<file path="src/rtl/hp_combat_ctrl.sv">
// rtl/hp_combat_ctrl.sv - clocked combat resolution: settle, sample roll, classify hit/miss, saturating HP damage
module hp_combat_ctrl #(
    parameter int HP_W       = 4,
    parameter int HP_INIT    = 9,
    parameter int HIT_THRESH = 7,
    parameter int DMG        = 1,
    parameter int SETTLE     = 4
) (
    input  logic            clk,
    input  logic            reset,
    input  logic [3:0]      rand_in,
    input  logic            attack_req,
    input  logic            new_game,
    output logic [HP_W-1:0] hp,
    output logic [3:0]      roll,
    output logic            hit,
    output logic            miss,
    output logic            ko,
    output logic            busy
);

    localparam int              CNT_W    = (SETTLE > 1) ? $clog2(SETTLE) : 1;
    localparam logic [CNT_W-1:0] CNT_LOAD = CNT_W'(SETTLE - 1);
    localparam logic [HP_W-1:0]  HP_RST   = HP_W'(HP_INIT);
    localparam logic [HP_W-1:0]  DMG_V    = HP_W'(DMG);
    localparam logic [3:0]       THR      = 4'(HIT_THRESH);

    typedef enum logic [1:0] {
        S_IDLE,
        S_SETTLE,
        S_RESOLVE,
        S_KO
    } state_t;

    state_t           state_q, state_n;
    logic [CNT_W-1:0] cnt_q, cnt_n;
    logic [HP_W-1:0]  hp_q, hp_n, hp_res, hp_after_hit;
    logic [3:0]       roll_q, roll_n;
    logic             hit_q, hit_n;
    logic             miss_q, miss_n;
    logic             ko_q, ko_n;

    always_ff @(posedge clk) begin
        if (reset) begin
            state_q <= S_IDLE;
            cnt_q   <= '0;
            hp_q    <= HP_RST;
            roll_q  <= '0;
            hit_q   <= 1'b0;
            miss_q  <= 1'b0;
            ko_q    <= 1'b0;
        end else begin
            state_q <= state_n;
            cnt_q   <= cnt_n;
            hp_q    <= hp_n;
            roll_q  <= roll_n;
            hit_q   <= hit_n;
            miss_q  <= miss_n;
            ko_q    <= ko_n;
        end
    end

    // Saturating subtract: a hit that would take HP below zero lands exactly on zero.
    assign hp_after_hit = (hp_q <= DMG_V) ? '0 : hp_q - DMG_V;

    always_comb begin
        state_n = state_q;
        cnt_n   = cnt_q;
        hp_n    = hp_q;
        roll_n  = roll_q;
        hit_n   = hit_q;
        miss_n  = miss_q;
        ko_n    = ko_q;
        hp_res  = hp_q;

        if (new_game) begin
            state_n = S_IDLE;
            cnt_n   = '0;
            hp_n    = HP_RST;
            roll_n  = '0;
            hit_n   = 1'b0;
            miss_n  = 1'b0;
            ko_n    = 1'b0;
        end else begin
            case (state_q)
                S_IDLE: begin
                    if (attack_req) begin
                        state_n = S_SETTLE;
                        cnt_n   = CNT_LOAD;
                    end
                end
                S_SETTLE: begin
                    // Only the value present on the final settle cycle is kept.
                    if (cnt_q == '0) begin
                        roll_n  = rand_in;
                        state_n = S_RESOLVE;
                    end else begin
                        cnt_n = cnt_q - CNT_W'(1);
                    end
                end
                S_RESOLVE: begin
                    if (roll_q > THR) begin
                        hit_n  = 1'b1;
                        miss_n = 1'b0;
                        hp_res = hp_after_hit;
                    end else begin
                        hit_n  = 1'b0;
                        miss_n = 1'b1;
                        hp_res = hp_q;
                    end
                    hp_n = hp_res;
                    if (hp_res == '0) begin
                        ko_n    = 1'b1;
                        state_n = S_KO;
                    end else begin
                        state_n = S_IDLE;
                    end
                end
                S_KO: begin
                    ko_n = 1'b1;
                end
                default: begin
                    state_n = S_IDLE;
                end
            endcase
        end
    end

    assign hp   = hp_q;
    assign roll = roll_q;
    assign hit  = hit_q;
    assign miss = miss_q;
    assign ko   = ko_q;
    assign busy = (state_q == S_SETTLE) || (state_q == S_RESOLVE);

endmodule

</file>
<file path="config.mk">
export PLATFORM = sky130hd
export DESIGN_NAME = hp_combat_ctrl
export DESIGN_NICKNAME = d
export VERILOG_FILES = /design/src/rtl/hp_combat_ctrl.sv
export SDC_FILE = /design/constraint.sdc
export NUM_CORES = 1
export LEC_CHECK = 0
export BUFFER_PORTS_ARGS = -buffer_cell sky130_fd_sc_hd__buf_4
export CORE_ASPECT_RATIO = 0.8
export CORE_MARGIN = 2
export CORE_UTILIZATION = 27
export DETAILED_ROUTE_END_ITERATION = 7
export PLACE_DENSITY = 0.55
export SLEW_MARGIN = 10
export SYNTH_ARGS = -nofsm -noshare
export SYNTH_HDL_FRONTEND = slang
export SYNTH_SLANG_ARGS = --single-unit
</file>
<file path="constraint.sdc">
create_clock -name clk -period 1.55 [get_ports clk]
set_input_delay 0.2325 -clock clk [delete_from_list [all_inputs] [get_ports clk]]
set_output_delay 0.2325 -clock clk [all_outputs]
set_load 0.01 [all_outputs]
</file>
==> results.toml, run 1 <==
[run_status]
run_status = "complete, no violations"

[clock_network]
cts_tree = "yes"
cts_made_buffers = 3
clk_pin_slew_ps = 60
insertion_delay_ps = 240
h-tree-depth = 1
root_buffer = "clkbuf_8"
clock_sinks = 15
clk_path_buf_depth = 2

[critical_path]
worstSetupPathType = "reg2reg"
critPathRequiredTime_ps = 1720
crit_start = "hp[0]$_SDFFE_PP1P_"
cp_max_fo = 4
worst_r2r_path_depth = 5
worstReg2RegStart = "hp[0]$_SDFFE_PP1P_"
crit_path_end = "state_q[0]$_SDFFE_PP0P_"
cp-end-kind = "flip-flop"
worst-r2r-setup-slack_ps = 40
r2r_end = "state_q[0]$_SDFFE_PP0P_"
cp-start-kind = "flip-flop"
arrival_ps = 1670

[sta]
setup-tns-final_ps = 0
max_freq_mhz = 664.2
setup_viol = 0
slew_viol_final = 0
finalCritPeriodShare = 0.9713
final_hold_viol_count = 0
layout_min_cycle_time_ps = 1505
rsz0062_at_grt = "yes"
whs_ps = 243.3
slew_headroom = 0.7229
finClkSkew_ps = 2.879
tightest_slew_ps = 414.1

[floorplan]
dieArea_mm2 = 0.003470
die_x_um = 65.36
num_rows = 17
initial_core_util = 0.2897
ios = 20
die_h_um = 53.09
core_mm2 = 0.002808

[flow_run]
drv_cap = 0

[final_layout]
fin_cells = 167
layout-drive-gt1-share = 0.4109
antenna_cells = 0
fin_area_mm2 = 0.001185
finalNetCount = 146
fill_cells = 300
area_delta_synth_final_pct = 45.69

[place]
dpl.hpwl_um = 1445
port_buffers = 19
post_dp_cell_area_mm2 = 0.001092
routabilityCongestion = 0.7917
dp.cells = 162

[route]
vias = 783
drt-initial-drc-count = 22
via_per_inst = 4.689
ant_nets = 0
drc = 0
routed_wl_um = 1974
wl_per_cell_um = 11.82
first_pass_iters = 4

[synth]
ys_types = 30
synthArstFlopShare = 0
syn_avg_cell_area_um2 = 8.561
yosysTopAreaCell = "dfxtp_1"
ys_ff_latch = 15
synth_flop_cell = "dfxtp_1"
yosysWarnings = 0
synth_area_leaders = "dfxtp_1, ha_1, a21oi_1"
netlist.area_leader.share = 0.3692
synth_cells = 95
synth-edff-count = 0
yosysSeqAreaShare = 0.3692
syn-num-nets = 111
syn-cell-area_um2 = 813.3

[global_routing]
grt_pass1_wl_um = 2925
track_usage = 0.1127
antenna_found_initial = 0
grt-ovfl-total = 0
grt_pass1_vias = 679
grt_max_degree = 12

[power_and_ir_drop]
power_density_mw_per_mm2 = 688.4
total_power_uw = 815.7
leakage_uw = 0.0004726
ir_worst_vdd_v = 0.0003570

[hold_path]
hold_depth = 3
hold_class = "in2reg"
## report_power, final
part	switching, µW	internal (µW)	leakage (µW)	total, µW
logic	50.8	50.7	0.000328	101
registers	4.66	392	0.000122	397
clock network	135	182	0.0000228	317
total	191	625	0.000473	816
## through the flow
| step | setup slack [ps] | util |
|---|---|---|
| finish | 44.54 | 0.4220 |
| global route | -34.69 | 0.4220 |
| CTS | 3.437 | 0.4051 |
| detailed placement | 48.59 | 0.3890 |
| global placement | 2.741 | 0.3890 |
| floorplan | 23.38 | - |
## Yosys cell counts (all sizes together) (2+ instances only)
master	number
nand2	10
inv	8
nor2	9
nand3	7
a21oi	11
dfxtp	15
nor3	2
nor2b	2
o21ai	4
buf	2
ha	8
or2	2
## kinds of logic after synthesis
kind of cell / synth area share
compound gates: 0.2231
mux: 0.01385
flops: 0.3692
buf+inv: 0.05384
fa+ha+maj: 0.1231
simple gates: 0.2169
## per-layer routing
metal  track usage  wire length [µm]
met2        0.1752               912
met3       0.03404                68
met1        0.1436               971
met4       0.05208                22
met5             0                 0
## flip-flops by register name (all words and copies together) (netlist names)
| signal | flops |
|---|---|
| state_q | 2 |
| hp | 4 |
| cnt_q | 2 |
| roll | 4 |
| ko | 1 |
| miss | 1 |
| hit | 1 |
## placed cells by master, fill, tap and decap left out, types with 2 or more instances in the layout
cell,count
buf_4,33
dfxtp_1,12
nor2_1,9
inv_2,2
o21ai_0,3
nand2_1,9
clkbuf_8,3
dfxtp_2,3
nor2b_1,2
nand3_1,6
a21oi_1,11
inv_1,6
ha_1,6
## worst min-delay path by stage
stage,startpoint,to
after floorplan,rand_in[0],roll[0]$_SDFFE_PP0P_
after global placement,roll[0]$_SDFFE_PP0P_,roll[0]$_SDFFE_PP0P_
after detailed placement,roll[0]$_SDFFE_PP0P_,roll[0]$_SDFFE_PP0P_
after CTS,rand_in[0],roll[0]$_SDFFE_PP0P_
after global routing,rand_in[3],roll[3]$_SDFFE_PP0P_
final,rand_in[0],roll[0]$_SDFFE_PP0P_
## worst max-delay path: stages (launching register included)
cell and delay, ps:
dfxtp_2 340, buf_4 150, o21ba_4 210, a2111oi_4 370, nand3_4 140, a31oi_2 220
## timing repair
action | 4_1_cts | 5_1_grt
gates resized for setup | 0 | 12
setup buffers | 0 | 1
endpoints found under the setup margin | 0 | 5
hold buffers | 0 | 0
hold endpoints to repair | 0 | 0
## final cells by class
| cell class | count | area, µm² | area share |
|---|---|---|---|
| clock buffers | 4 | 45.04 | 0.03801 |
| multi-input cells | 69 | 510.5 | 0.4308 |
| repair buffers | 33 | 247.7 | 0.2091 |
| inverters | 8 | 30.03 | 0.02534 |
| flip-flops and latches | 15 | 304.0 | 0.2566 |
| well taps | 38 | 47.55 | 0.04013 |
(Power assumes the default switching activity.)
==> run 2, diff against run 1 <==
--- a/config.mk
+++ b/config.mk
@@ -11,6 +11,7 @@
 export CORE_UTILIZATION = 27
 export DETAILED_ROUTE_END_ITERATION = 7
 export PLACE_DENSITY = 0.55
+export SETUP_SLACK_MARGIN = 0.3
 export SLEW_MARGIN = 10
 export SYNTH_ARGS = -nofsm -noshare
 export SYNTH_HDL_FRONTEND = slang
==> results.toml, run 2 (synthesis gave the netlist of run 1 again) <==
[final_layout]
seq_area_um2 = 321.6
fill_cells = 266
multi_input_area_um2 = 591.8
antenna_cells = 0
layout_common_cells = "buf_4, a21oi_1, dfxtp_1, nor2_1, nand2_1"
final_common_cell = "buf_4"
final_core_util = 0.4657
area_delta_synth_final_pct = 60.77
layout-drive-gt1-share = 0.5659
finalNetCount = 146

[floorplan]
ios = 20
initial_core_util = 0.2897
num_rows = 17
core_mm2 = 0.002808
die_x_um = 65.36
dieArea_mm2 = 0.003470
die_h_um = 53.09

[global_routing]
grt_pass1_vias = 744
grt_pass1_wl_um = 3339
grt-ovfl-total = 0
grt_max_degree = 12
track_usage = 0.1290
antenna_found_initial = 0

[critical_path]
arrival_ps = 1610
critPathRequiredTime_ps = 1720
worstSetupPathType = "reg2reg"
path_buf_inv = 1
timing.critical_path.slowest_stage_cell = "dfxtp_4"
cp-start-kind = "flip-flop"
path_cells = "inv_2 -> ha_1 -> nor2b_4 -> nor3_4 -> nand3_1 -> o221ai_2"
critPathTopFamily = "simple AND/OR/NAND/NOR gates"
cp-end-kind = "flip-flop"
max_stage_delay_ps = 380
cp_max_fo = 5

[route]
first_pass_iters = 4
via_per_inst = 4.820
drc = 0
vias = 805
drt-initial-drc-count = 27
wl_per_cell_um = 11.95
ant_nets = 0
routed_wl_um = 1996

[clock_network]
clk_path_buf_depth = 2
insertion_delay_ps = 250
h-tree-depth = 1
clk_pin_slew_ps = 60
ctsHoldBuffers = 0
cts_made_buffers = 3
clock_sinks = 15
cts_tree = "yes"
root_buffer = "clkbuf_8"

[hold_path]
hold_class = "in2reg"

[sta]
tightest_slew_ps = 414.4
slew_headroom = 0.7238
fin_ws_ps = 108.8
final_hold_viol_count = 0
finalCritPeriodShare = 0.9298
slew_viol_final = 0
setup-tns-final_ps = 0
max_freq_mhz = 693.9
setup_viol = 0
rsz0062_at_grt = "yes"
layout_min_cycle_time_ps = 1441
finClkSkew_ps = 1.874

[flow_run]
drv_cap = 0

[power_and_ir_drop]
power_density_mw_per_mm2 = 634.8
leakage_uw = 0.0005227
ir_worst_vdd_v = 0.0003663

[place]
dpl.hpwl_um = 1397
routabilityCongestion = 0.8125
pre_cts_ws_ps = 54.21
port_buffers = 19

[run_status]
run_status = "complete, no violations"
run 2: worst min-delay path: stages:
cell     delay (ps)
buf_4           110
nand3_1          50
a21oi_1          50
run 2: final timing paths:
check / startpoint / to / slack [ps] / cells after the start
max: state_q[1]$_SDFFE_PP0P_ / state_q[1]$_SDFFE_PP0P_ / 110 / 6
min reg2reg: roll[0]$_SDFFE_PP0P_ / roll[0]$_SDFFE_PP0P_ / 460 / 2
max reg2reg: state_q[1]$_SDFFE_PP0P_ / state_q[1]$_SDFFE_PP0P_ / 110 / 6
min: rand_in[1] / roll[1]$_SDFFE_PP0P_ / 240 / 3
run 2: through the flow:
stage / instances / total power [µW] / hold WS, ps / cell area (µm²)
final: 167 / 830.0 / 240.8 / 1308
after global routing: 167 / 880.3 / 242.9 / 1308
after CTS: 165 / 840.9 / 233.6 / 1262
after detailed placement: 152 / 499.4 / 452.9 / 1089
after global placement: 152 / 499.0 / 444.3 / 1089
after floorplan: 95 / 467.0 / 369.6 / 895.9
run 2: metal layers:
layer  GRT usage  routed length, µm  part of all wire
met1      0.1519                885              0.44
met2      0.2245                984              0.49
met4     0.03125                 14            0.0070
met3     0.04681                111             0.056
met5           0                  0                 0
run 2: power by group:
| group | switching [µW] | leakage (µW) | internal (µW) | total, µW |
|---|---|---|---|---|
| sequential | 6.35 | 0.000125 | 386 | 392 |
| combinational | 59.4 | 0.000372 | 60.1 | 120 |
| clock | 140 | 0.0000255 | 178 | 318 |
| total | 206 | 0.000523 | 624 | 830 |
run 2: repair_timing:
action                     CTS  global route
buffers inserted             9             2
setup endpoints to repair    9            15
pin swaps                   11             5
hold endpoints to repair     0             0
gates resized for setup     18             9
run 2: final cells by class:
class,instances,share of cell area
inverters,8,0.03158
clock buffers,3,0.03158
well taps,38,0.03636
repair buffers,33,0.1981
multi-input cells,69,0.4526
flip-flops and latches,15,0.2459
clock inverters,1,0.003828
